--- config.mk ---
export PLATFORM = sky130hd
export DESIGN_NAME = sseg_scan_driver
export DESIGN_NICKNAME = d
export VERILOG_FILES = /design/src/rtl/sseg_pkg.sv /design/src/rtl/sseg_scan_timer.sv /design/src/rtl/sseg_scan_driver.sv
export SDC_FILE = /design/constraint.sdc
export NUM_CORES = 1
export LEC_CHECK = 0
export ABC_AREA = 1
export ABC_CLOCK_PERIOD_IN_PS = 11300
export BUFFER_PORTS_ARGS = -buffer_cell sky130_fd_sc_hd__buf_2
export CAP_MARGIN = 20
export CELL_PAD_IN_SITES_DETAIL_PLACEMENT = 1
export CELL_PAD_IN_SITES_GLOBAL_PLACEMENT = 2
export CORE_ASPECT_RATIO = 1.4
export CORE_MARGIN = 4
export CORE_UTILIZATION = 40
export CTS_BUF_LIST = sky130_fd_sc_hd__clkbuf_8
export CTS_CLUSTER_SIZE = 8
export DETAILED_ROUTE_END_ITERATION = 8
export PLACE_DENSITY = 0.95
export RECOVER_POWER = 25
export SYNTH_ARGS = -nofsm -noshare
export SYNTH_HDL_FRONTEND = slang
export SYNTH_SLANG_ARGS = --single-unit
--- constraint.sdc ---
create_clock -name i_clk -period 11.3 [get_ports i_clk]
set_input_delay 0.565 -clock i_clk [delete_from_list [all_inputs] [get_ports i_clk]]
set_output_delay 0.565 -clock i_clk [all_outputs]
set_load 0.02 [all_outputs]
--- src/rtl/sseg_pkg.sv ---
// Shared seven-segment definitions: digit count, blanking codes and the digit-index type.
// Also used by the rotating-banner block that feeds the scan driver.
package sseg_pkg;

  localparam int NUM_DIGITS = 4;
  localparam logic [7:0] SEG_OFF = 8'hFF;
  localparam logic [NUM_DIGITS-1:0] AN_OFF = 4'hF;

  typedef logic [$clog2(NUM_DIGITS)-1:0] digit_t;
  typedef logic [7:0] seg_t;
  typedef logic [NUM_DIGITS-1:0] an_t;

  // One-cold anode enable for the selected digit.
  function automatic an_t anode_select(input digit_t dig);
    return ~(an_t'(1) << dig);
  endfunction

endpackage

--- src/rtl/sseg_scan_timer.sv ---
// Slot counter and digit index for the multiplexed display, plus the frame-start pulse.
// Holding en low parks the scan at digit 0, slot cycle 0.
module sseg_scan_timer
  import sseg_pkg::*;
#(
  parameter int DIG_CYC = 100000,
  parameter int CNT_W = (DIG_CYC > 1) ? $clog2(DIG_CYC) : 1
) (
  input  logic             clk,
  input  logic             rst_n,
  input  logic             en,
  output logic [CNT_W-1:0] cnt,
  output digit_t           dig,
  output logic             at_start,
  output logic             frame_tick
);

  localparam logic [CNT_W-1:0] CNT_LAST = CNT_W'(DIG_CYC - 1);
  localparam digit_t DIG_LAST = digit_t'(NUM_DIGITS - 1);

  logic [CNT_W-1:0] cnt_q;
  digit_t           dig_q;
  logic             tick_q;

  assign at_start = (cnt_q == '0) && (dig_q == '0);

  always_ff @(posedge clk or negedge rst_n) begin
    if (!rst_n) begin
      cnt_q <= '0;
      dig_q <= '0;
    end else if (!en) begin
      cnt_q <= '0;
      dig_q <= '0;
    end else if (cnt_q == CNT_LAST) begin
      cnt_q <= '0;
      dig_q <= (dig_q == DIG_LAST) ? digit_t'(0) : dig_q + 1'b1;
    end else begin
      cnt_q <= cnt_q + 1'b1;
    end
  end

  always_ff @(posedge clk or negedge rst_n) begin
    if (!rst_n) begin
      tick_q <= 1'b0;
    end else begin
      tick_q <= en && at_start;
    end
  end

  assign cnt        = cnt_q;
  assign dig        = dig_q;
  assign frame_tick = tick_q;

endmodule

--- src/rtl/sseg_scan_driver.sv ---
// Four-digit multiplexed seven-segment driver with per-slot blanking and PWM brightness.
// Patterns and brightness are captured once per frame so a frame is always drawn consistently.
module sseg_scan_driver
  import sseg_pkg::*;
#(
  parameter int DIG_CYC   = 100000,
  parameter int BLANK_CYC = 1000
) (
  input  logic                       i_clk,
  input  logic                       i_rst_n,
  input  logic                       i_en,
  input  logic [NUM_DIGITS-1:0][7:0] i_map_n,
  input  logic [2:0]                 i_bright,
  output logic [NUM_DIGITS-1:0]      o_an_n,
  output logic [7:0]                 o_sseg_n,
  output logic                       o_frame_tick
);

  localparam int ON_CYC = DIG_CYC - BLANK_CYC;
  localparam int CNT_W  = (DIG_CYC > 1) ? $clog2(DIG_CYC) : 1;
  // Four spare bits keep (bright+1)*ON_CYC/8 and the offset subtraction overflow-free.
  localparam int LEN_W  = CNT_W + 4;
  localparam logic [LEN_W-1:0] BLANK_W = LEN_W'(BLANK_CYC);
  localparam logic [LEN_W-1:0] ON_STEP = LEN_W'(ON_CYC / 8);

  generate
    if (BLANK_CYC < 1) begin : g_bad_blank_low
      $error("sseg_scan_driver: BLANK_CYC must be at least 1");
    end
    if (BLANK_CYC >= DIG_CYC) begin : g_bad_blank_high
      $error("sseg_scan_driver: BLANK_CYC must be smaller than DIG_CYC");
    end
    if ((ON_CYC % 8) != 0) begin : g_bad_on_cyc
      $error("sseg_scan_driver: DIG_CYC-BLANK_CYC must be a multiple of 8");
    end
  endgenerate

  logic [CNT_W-1:0]             cnt;
  digit_t                       dig;
  logic                         at_start;
  logic                         frame_tick;
  logic [NUM_DIGITS-1:0][7:0]   snap_q;
  logic [2:0]                   bright_q;
  logic [LEN_W-1:0]             cnt_w;
  logic [LEN_W-1:0]             on_len;
  logic                         lit;
  an_t                          an_q;
  seg_t                         sseg_q;

  sseg_scan_timer #(
    .DIG_CYC (DIG_CYC),
    .CNT_W   (CNT_W)
  ) u_timer (
    .clk        (i_clk),
    .rst_n      (i_rst_n),
    .en         (i_en),
    .cnt        (cnt),
    .dig        (dig),
    .at_start   (at_start),
    .frame_tick (frame_tick)
  );

  always_ff @(posedge i_clk or negedge i_rst_n) begin
    if (!i_rst_n) begin
      snap_q   <= {NUM_DIGITS{SEG_OFF}};
      bright_q <= '0;
    end else if (at_start) begin
      snap_q   <= i_map_n;
      bright_q <= i_bright;
    end
  end

  // Lit window opens after the blanking gap and lasts (bright+1)/8 of the remaining slot.
  always_comb begin
    cnt_w  = {4'b0000, cnt};
    on_len = ({{(LEN_W-3){1'b0}}, bright_q} + LEN_W'(1)) * ON_STEP;
    lit    = i_en && (cnt_w >= BLANK_W) && ((cnt_w - BLANK_W) < on_len);
  end

  always_ff @(posedge i_clk or negedge i_rst_n) begin
    if (!i_rst_n) begin
      an_q   <= AN_OFF;
      sseg_q <= SEG_OFF;
    end else begin
      an_q   <= lit ? anode_select(dig) : AN_OFF;
      sseg_q <= lit ? snap_q[dig] : SEG_OFF;
    end
  end

  assign o_an_n       = an_q;
  assign o_sseg_n     = sseg_q;
  assign o_frame_tick = frame_tick;

endmodule

# After elaboration in Yosys (flattened, before gate mapping)

Index checks and enable logic that the tools add are counted.

Reductions and logical operators: 6
Equal/unequal tests: 3
Mux-type cells: 9
Magnitude comparators: 3
Shift-type cells: 1
Bitwise logic cells: 1
Add/subtract/negate cells: 4
Multipliers: 1

Operators with widths:

| cell                                                  | number |
|---|---|
| two-way mux 17 bit                                    | 2 |
| < comparator 21 x 18 -> 1 bit                         | 1 |
| multiplier 4 x 14 -> 18 bit, second input constant    | 1 |
| subtractor 17 x 10 -> 18 bit, second input constant   | 1 |
| adder 17 x 1 -> 17 bit, second input constant         | 1 |
| equality test 17 bit, second input constant           | 1 |
| >= comparator 17 x 10 -> 1 bit, second input constant | 1 |
| logical NOT 17 bit                                    | 1 |
| binary-select mux 8 bit (select 2 bit)                | 1 |
| two-way mux 8 bit                                     | 2 |
| two-way mux 2 bit                                     | 3 |
| adder 3 x 1 -> 4 bit, second input constant           | 1 |
| logical AND 1 bit                                     | 4 |
| two-way mux 4 bit                                     | 1 |
| NOT 4 bit                                             | 1 |
| left shift 1 x 2 -> 4 bit, first input constant       | 1 |
| < comparator 2 x 3 -> 1 bit, second input constant    | 1 |
| adder 2 x 1 -> 2 bit, second input constant           | 1 |
| equality test 2 bit, second input constant            | 1 |
| logical NOT 2 bit                                     | 1 |
| inequality test 2 x 1 -> 1 bit, second input constant | 1 |

Input port bits: 38
Output and inout bits: 13
Bits in registers: 67
Word-level logic and storage cells: 38

# Longest topological paths before layout

Word-level depth: 5
Mapped depth: 21
Mapped depth without buffers: 20

# Modules after synthesis

A second synthesis with hierarchy kept.

Cells, all modules: 501
Area, all modules: 4441.8 µm²

Modules (own cells, without submodules):

| module           | area each (µm²) | seq. area each (µm²) | cells each | instances |
|---|---|---|---|---|
| sseg_scan_driver | 3196.8          | 1231.2               | 337        | 1 |
| sseg_scan_timer  | 1244.9          | 500.5                | 164        | 1 |

# Worst setup path before layout

OpenSTA, ideal clock, no wires.

Path type: reg-to-reg
From: reg bright_q[0]
To: reg an_q[0], in the netlist o_an_n[0]
Slack: 7463 ps
Period minus slack after synthesis: 3837 ps
Library setup time: 82 ps
Data required time: 11218 ps
Data arrival time: 3755 ps
Stages on the path, launching flop included: 19
Path buffers: 1
Cells stage by stage: dfrtp_1 -> ha_1 -> xnor2_1 -> inv_1 -> fa_1 -> fa_1 -> ha_1 -> a21oi_1 -> or2_2 -> nand3_1 -> nand2_1 -> xor2_1 -> ha_1 -> and3_1 -> nand3_1 -> nor2_1 -> a21oi_2 -> buf_6 -> nand3_2

Cells in the longest elaborated chain, start to end: 5

RTL lines:

| element                       | RTL line               | source |
|---|---|---|
| from (decl)                   | sseg_scan_driver.sv:43 | `logic [2:0] bright_q;` |
| from (signal assigned)        | sseg_scan_driver.sv:69 | `bright_q <= i_bright;` |
| adder 3 x 1 -> 4 bit          | sseg_scan_driver.sv:76 | `on_len = ({{(LEN_W-3){1'b0}}, bright_q} + LEN_W'(1)) * ON_STEP;` |
| multiplier 4 x 14 -> 18 bit   | sseg_scan_driver.sv:76 |  |
| < comparator 21 x 18 -> 1 bit | sseg_scan_driver.sv:77 | `lit = i_en && (cnt_w >= BLANK_W) && ((cnt_w - BLANK_W) < on_len);` |
| logical AND 1 bit             | sseg_scan_driver.sv:77 |  |
| two-way mux 4 bit             | sseg_scan_driver.sv:85 | `an_q <= lit ? anode_select(dig) : AN_OFF;` |
| to (signal assigned)          | sseg_scan_driver.sv:85 |  |
| to (decl)                     | sseg_scan_driver.sv:47 | `an_t an_q;` |

No other way between the ends.
A chain may end at the register's enable or synchronous reset.

# Worst setup path after layout

From: reg bright_q[0]
To: reg sseg_q[7], in the netlist o_sseg_n[7]

Cells in the longest elaborated chain, start to end: 5

RTL lines:

| element                       | RTL line               | source |
|---|---|---|
| adder 3 x 1 -> 4 bit          | sseg_scan_driver.sv:76 |  |
| multiplier 4 x 14 -> 18 bit   | sseg_scan_driver.sv:76 |  |
| < comparator 21 x 18 -> 1 bit | sseg_scan_driver.sv:77 |  |
| logical AND 1 bit             | sseg_scan_driver.sv:77 |  |
| two-way mux 8 bit             | sseg_scan_driver.sv:86 | `sseg_q <= lit ? snap_q[dig] : SEG_OFF;` |
| to (signal assigned)          | sseg_scan_driver.sv:86 |  |
| to (decl)                     | sseg_scan_driver.sv:48 | `seg_t sseg_q;` |

No other way between the ends.

==> results.cfg <==
[floorplanning]
row_count = 45
fp.dieArea_mm2 = 0.0127
fp.dieH_um = 132
io_pins = 51
initial_core_util_pct = 40.6
die_x_um = 96.6
coreArea_mm2 = 0.0108

[yosys]
yosysTopAreaCellShare_pct = 26.3
avgSynthCellArea_um2 = 8.53
synth-compound-area-share_pct = 10.1
synth_xor_area_share_pct = 4.78
ys_ff_latch = 67
ys_seq_area_share_pct = 39.4
synthAdderAreaFrac_pct = 14.5
synth_area_mm2 = 0.00439
syn_inst = 515
yosys.area_share.simple_pct = 22.6
yosysUniqueCellTypes = 37
synth_top_family_by_area = simple AND/OR/NAND/NOR gates
yosysTopAreaCell = dfstp_2
synthMuxAreaShare_pct = 0
syn-num-nets = 602
synthTopCellsByArea = dfstp_2, dfrtp_1, ha_1
yosysWarnings = 0

[setup_path]
crit_chain = ha_1 -> xnor2_1 -> inv_1 -> fa_1 -> fa_1 -> ha_1 -> a21oi_1 -> or2_2 -> nand3_1 -> nand2_1 -> xor2_1 -> ha_1 -> and3_1 -> nand3_1 -> nor2_1 -> a21oi_2 -> nand3_1
crit_path_max_fanout = 12
reg2reg_to = o_sseg_n[7]
r2r_cells = 17
path_class = flop to flop
slowest_delay_ns = 0.62
slowest_stage = a21oi_2
cp.arrival_ns = 4.86
required_ns = 11.53
worstSetupStartpointType = flop
regToRegStartpoint = bright_q[0]
regToRegSetupSlack_ns = 6.67
cp-end-kind = flop

[timing]
worst_slew_pin_slew_ns = 3.59
setup_viol = 0
final_max_slew_viol_count = 68
setup-tns-final_ns = 0
rsz0062_at_grt = false
fin_crit_sh_pct = 40.9
fmax_mhz = 216
hold_viol_final = 0
maxSlewHeadroom_pct = -139
finalClockSkew_ns = 0.0156
fin_crit_ns = 4.63

[grt]
track_usage_pct = 18.5
antenna_found_initial = 0
first_global_vias = 3949
grt-ovfl-total = 0
grt_pass1_wl_um = 18500
grt_max_degree = 72

[finish]
drive_gt1_share_pct = 25.3
final_util_pct = 45.7
instances_no_fill = 707
fillCellCount = 1345
nets = 648
n_antenna_cell = 0
area.growth.synth_to_final_pct = 12.5

[hold_path]
hp-class = input port to flop
min_to = snap_q[17]
min_path_cells = 3
worstHoldStart = i_map_n[17]

[clocking]
root_buffer = clkbuf_8
cts_resized = 0
numCtsBuffers = 9
post_cts_buffers = 0
htreeDepth = 3
clock_path_buffers = 2
cts_hold_buf = 0
clk_pin_slew_ns = 0.08
worstSkewPairLatency_ns = 0.35
cts_tree = done
cts.sinks = 67

[drt]
drc_errors = 0
via_count = 3594
routed_wl_um = 11000
post_drt_wl_per_cell_um = 15.6
ant_nets = 0
drtPass1Iterations = 4
viasPerCell = 5.08
first_iter_violations = 104

[pwr]
p_per_area_mw_per_mm2 = 233
leakagePower_nw = 2.37
peakVddDrop_mv = 0.133

[flow_run]
drv_cap = 1

[placement]
dpl.cell_count = 691
hpwl_um = 8580
io_buffers = 50
place_congestion = 0.846

[status]
violations = capacitance limit, slew limit
outcome = finished, violations left
==> synth_stat cells <==
library cell  count
buf_2            10
xor2_1           15
nor3_1           13
inv_2             3
o21ai_1          34
or2_2             1
nand2_1          99
nand4_1           6
o21a_1            1
xnor2_1           9
o21ai_0           5
clkinv_1          2
and3_1            1
nor4_2            1
a21o_1            1
nor4_1            1
a21oi_1          22
buf_6             3
a21oi_2           1
a31oi_1           4
a32o_1            8
nor3_2            3
clkbuf_1          2
inv_1            68
nor2_1           36
dfstp_2          44
nand3_1          21
nand3_2          12
ha_1             46
dfrtp_1          23
buf_4             2
nand2_2           7
nor3b_1           2
nand4_2           1
fa_1              3
nor2_2            4
o221ai_1          1
==> flip-flops by register name, indices dropped and copies added (netlist names) <==
name	cells
bright_q	3
o_an_n	4
o_sseg_n	8
snap_q	32
u_timer.cnt	17
u_timer.dig	2
u_timer.frame_tick	1
==> cell type report <==
| cell class | count | area, um^2 | area share (%) |
|---|---|---|---|
| Clock buffer | 9 | 124 | 2.51 |
| Timing Repair Buffer | 52 | 262 | 5.29 |
| Tap cell | 141 | 176 | 3.57 |
| Clock inverter | 7 | 93.8 | 1.90 |
| Inverter | 73 | 274 | 5.54 |
| Multi-Input combinational cell | 358 | 2280 | 46.2 |
| Sequential cell | 67 | 1730 | 35.0 |
==> power breakdown <==
part | internal (mW) | total, mW | switching [mW]
sequential | 0.318 | 0.354 | 0.0352
combinational | 0.239 | 0.580 | 0.342
clock | 0.124 | 0.220 | 0.0961
==> logic make-up (layout without fill, tap and decap cells) <==
group	Yosys count	after routing
flip-flops	67	67
AO/OA/AOI/OAI	77	77
adder cells (fa/ha/maj)	49	49
buffers and inverters	90	141
AND/OR/NAND/NOR	208	208
XOR/XNOR	24	24
==> stage by stage <==
stage | cell area, um^2 | setup WS [ns] | power (mW) | hold slack [ns]
2_1_floorplan | 4390 | 7.46 | 0.787 | 0.269
3_3_place_gp | 4730 | 6.87 | 0.898 | 0.463
3_5_place_dp | 4730 | 6.64 | 0.940 | 0.467
4_1_cts | 4950 | 6.62 | 1.17 | 0.392
5_1_grt | 4940 | 6.28 | 1.27 | 0.400
6_report | 4940 | 6.67 | 1.15 | 0.411
==> critical path, delay by kind of cell, from the launching register on <==
kind            cells  cell delay [ns]
simple gates        7             0.94
compound gates      2             0.72
buf+inv             1             0.23
flops               1             0.46
xor+xnor            2             0.45
fa+ha+maj           5             1.69
==> worst max path at each step <==
stage                startpoint     endpoint  slack [ns]  cells past startpoint
CTS                 bright_q[0]  o_sseg_n[7]        6.62                     17
finish              bright_q[0]  o_sseg_n[7]        6.67                     17
detailed placement  bright_q[0]  o_sseg_n[7]        6.64                     17
global route        bright_q[0]  o_sseg_n[7]        6.28                     18
floorplan           bright_q[0]    o_an_n[0]        7.46                     18
global placement    bright_q[0]    o_an_n[3]        6.87                     16
==> per-layer routing <==
metal	routed length, um	track usage, %	part of all wire [%]	vias up
li1	-	-	-	1769
met1	4440	21.3	40	1740
met2	5970	33.3	54	67
met3	355	3.37	3.2	18
met4	253	6.71	2.3	0
met5	0	0	0	-
==> layout by cell type, fill, tap and decap left out, types with 12 or more instances in the layout <==
| cell | count |
|---|---|
| xor2_1 | 15 |
| inv_1 | 69 |
| a21oi_1 | 22 |
| nor3_1 | 13 |
| nand2_1 | 99 |
| buf_2 | 50 |
| nor2_1 | 36 |
| dfrtp_1 | 23 |
| nand3_1 | 21 |
| o21ai_1 | 34 |
| nand3_2 | 12 |
| dfstp_2 | 44 |
| ha_1 | 46 |
(Power assumes the default switching activity.)
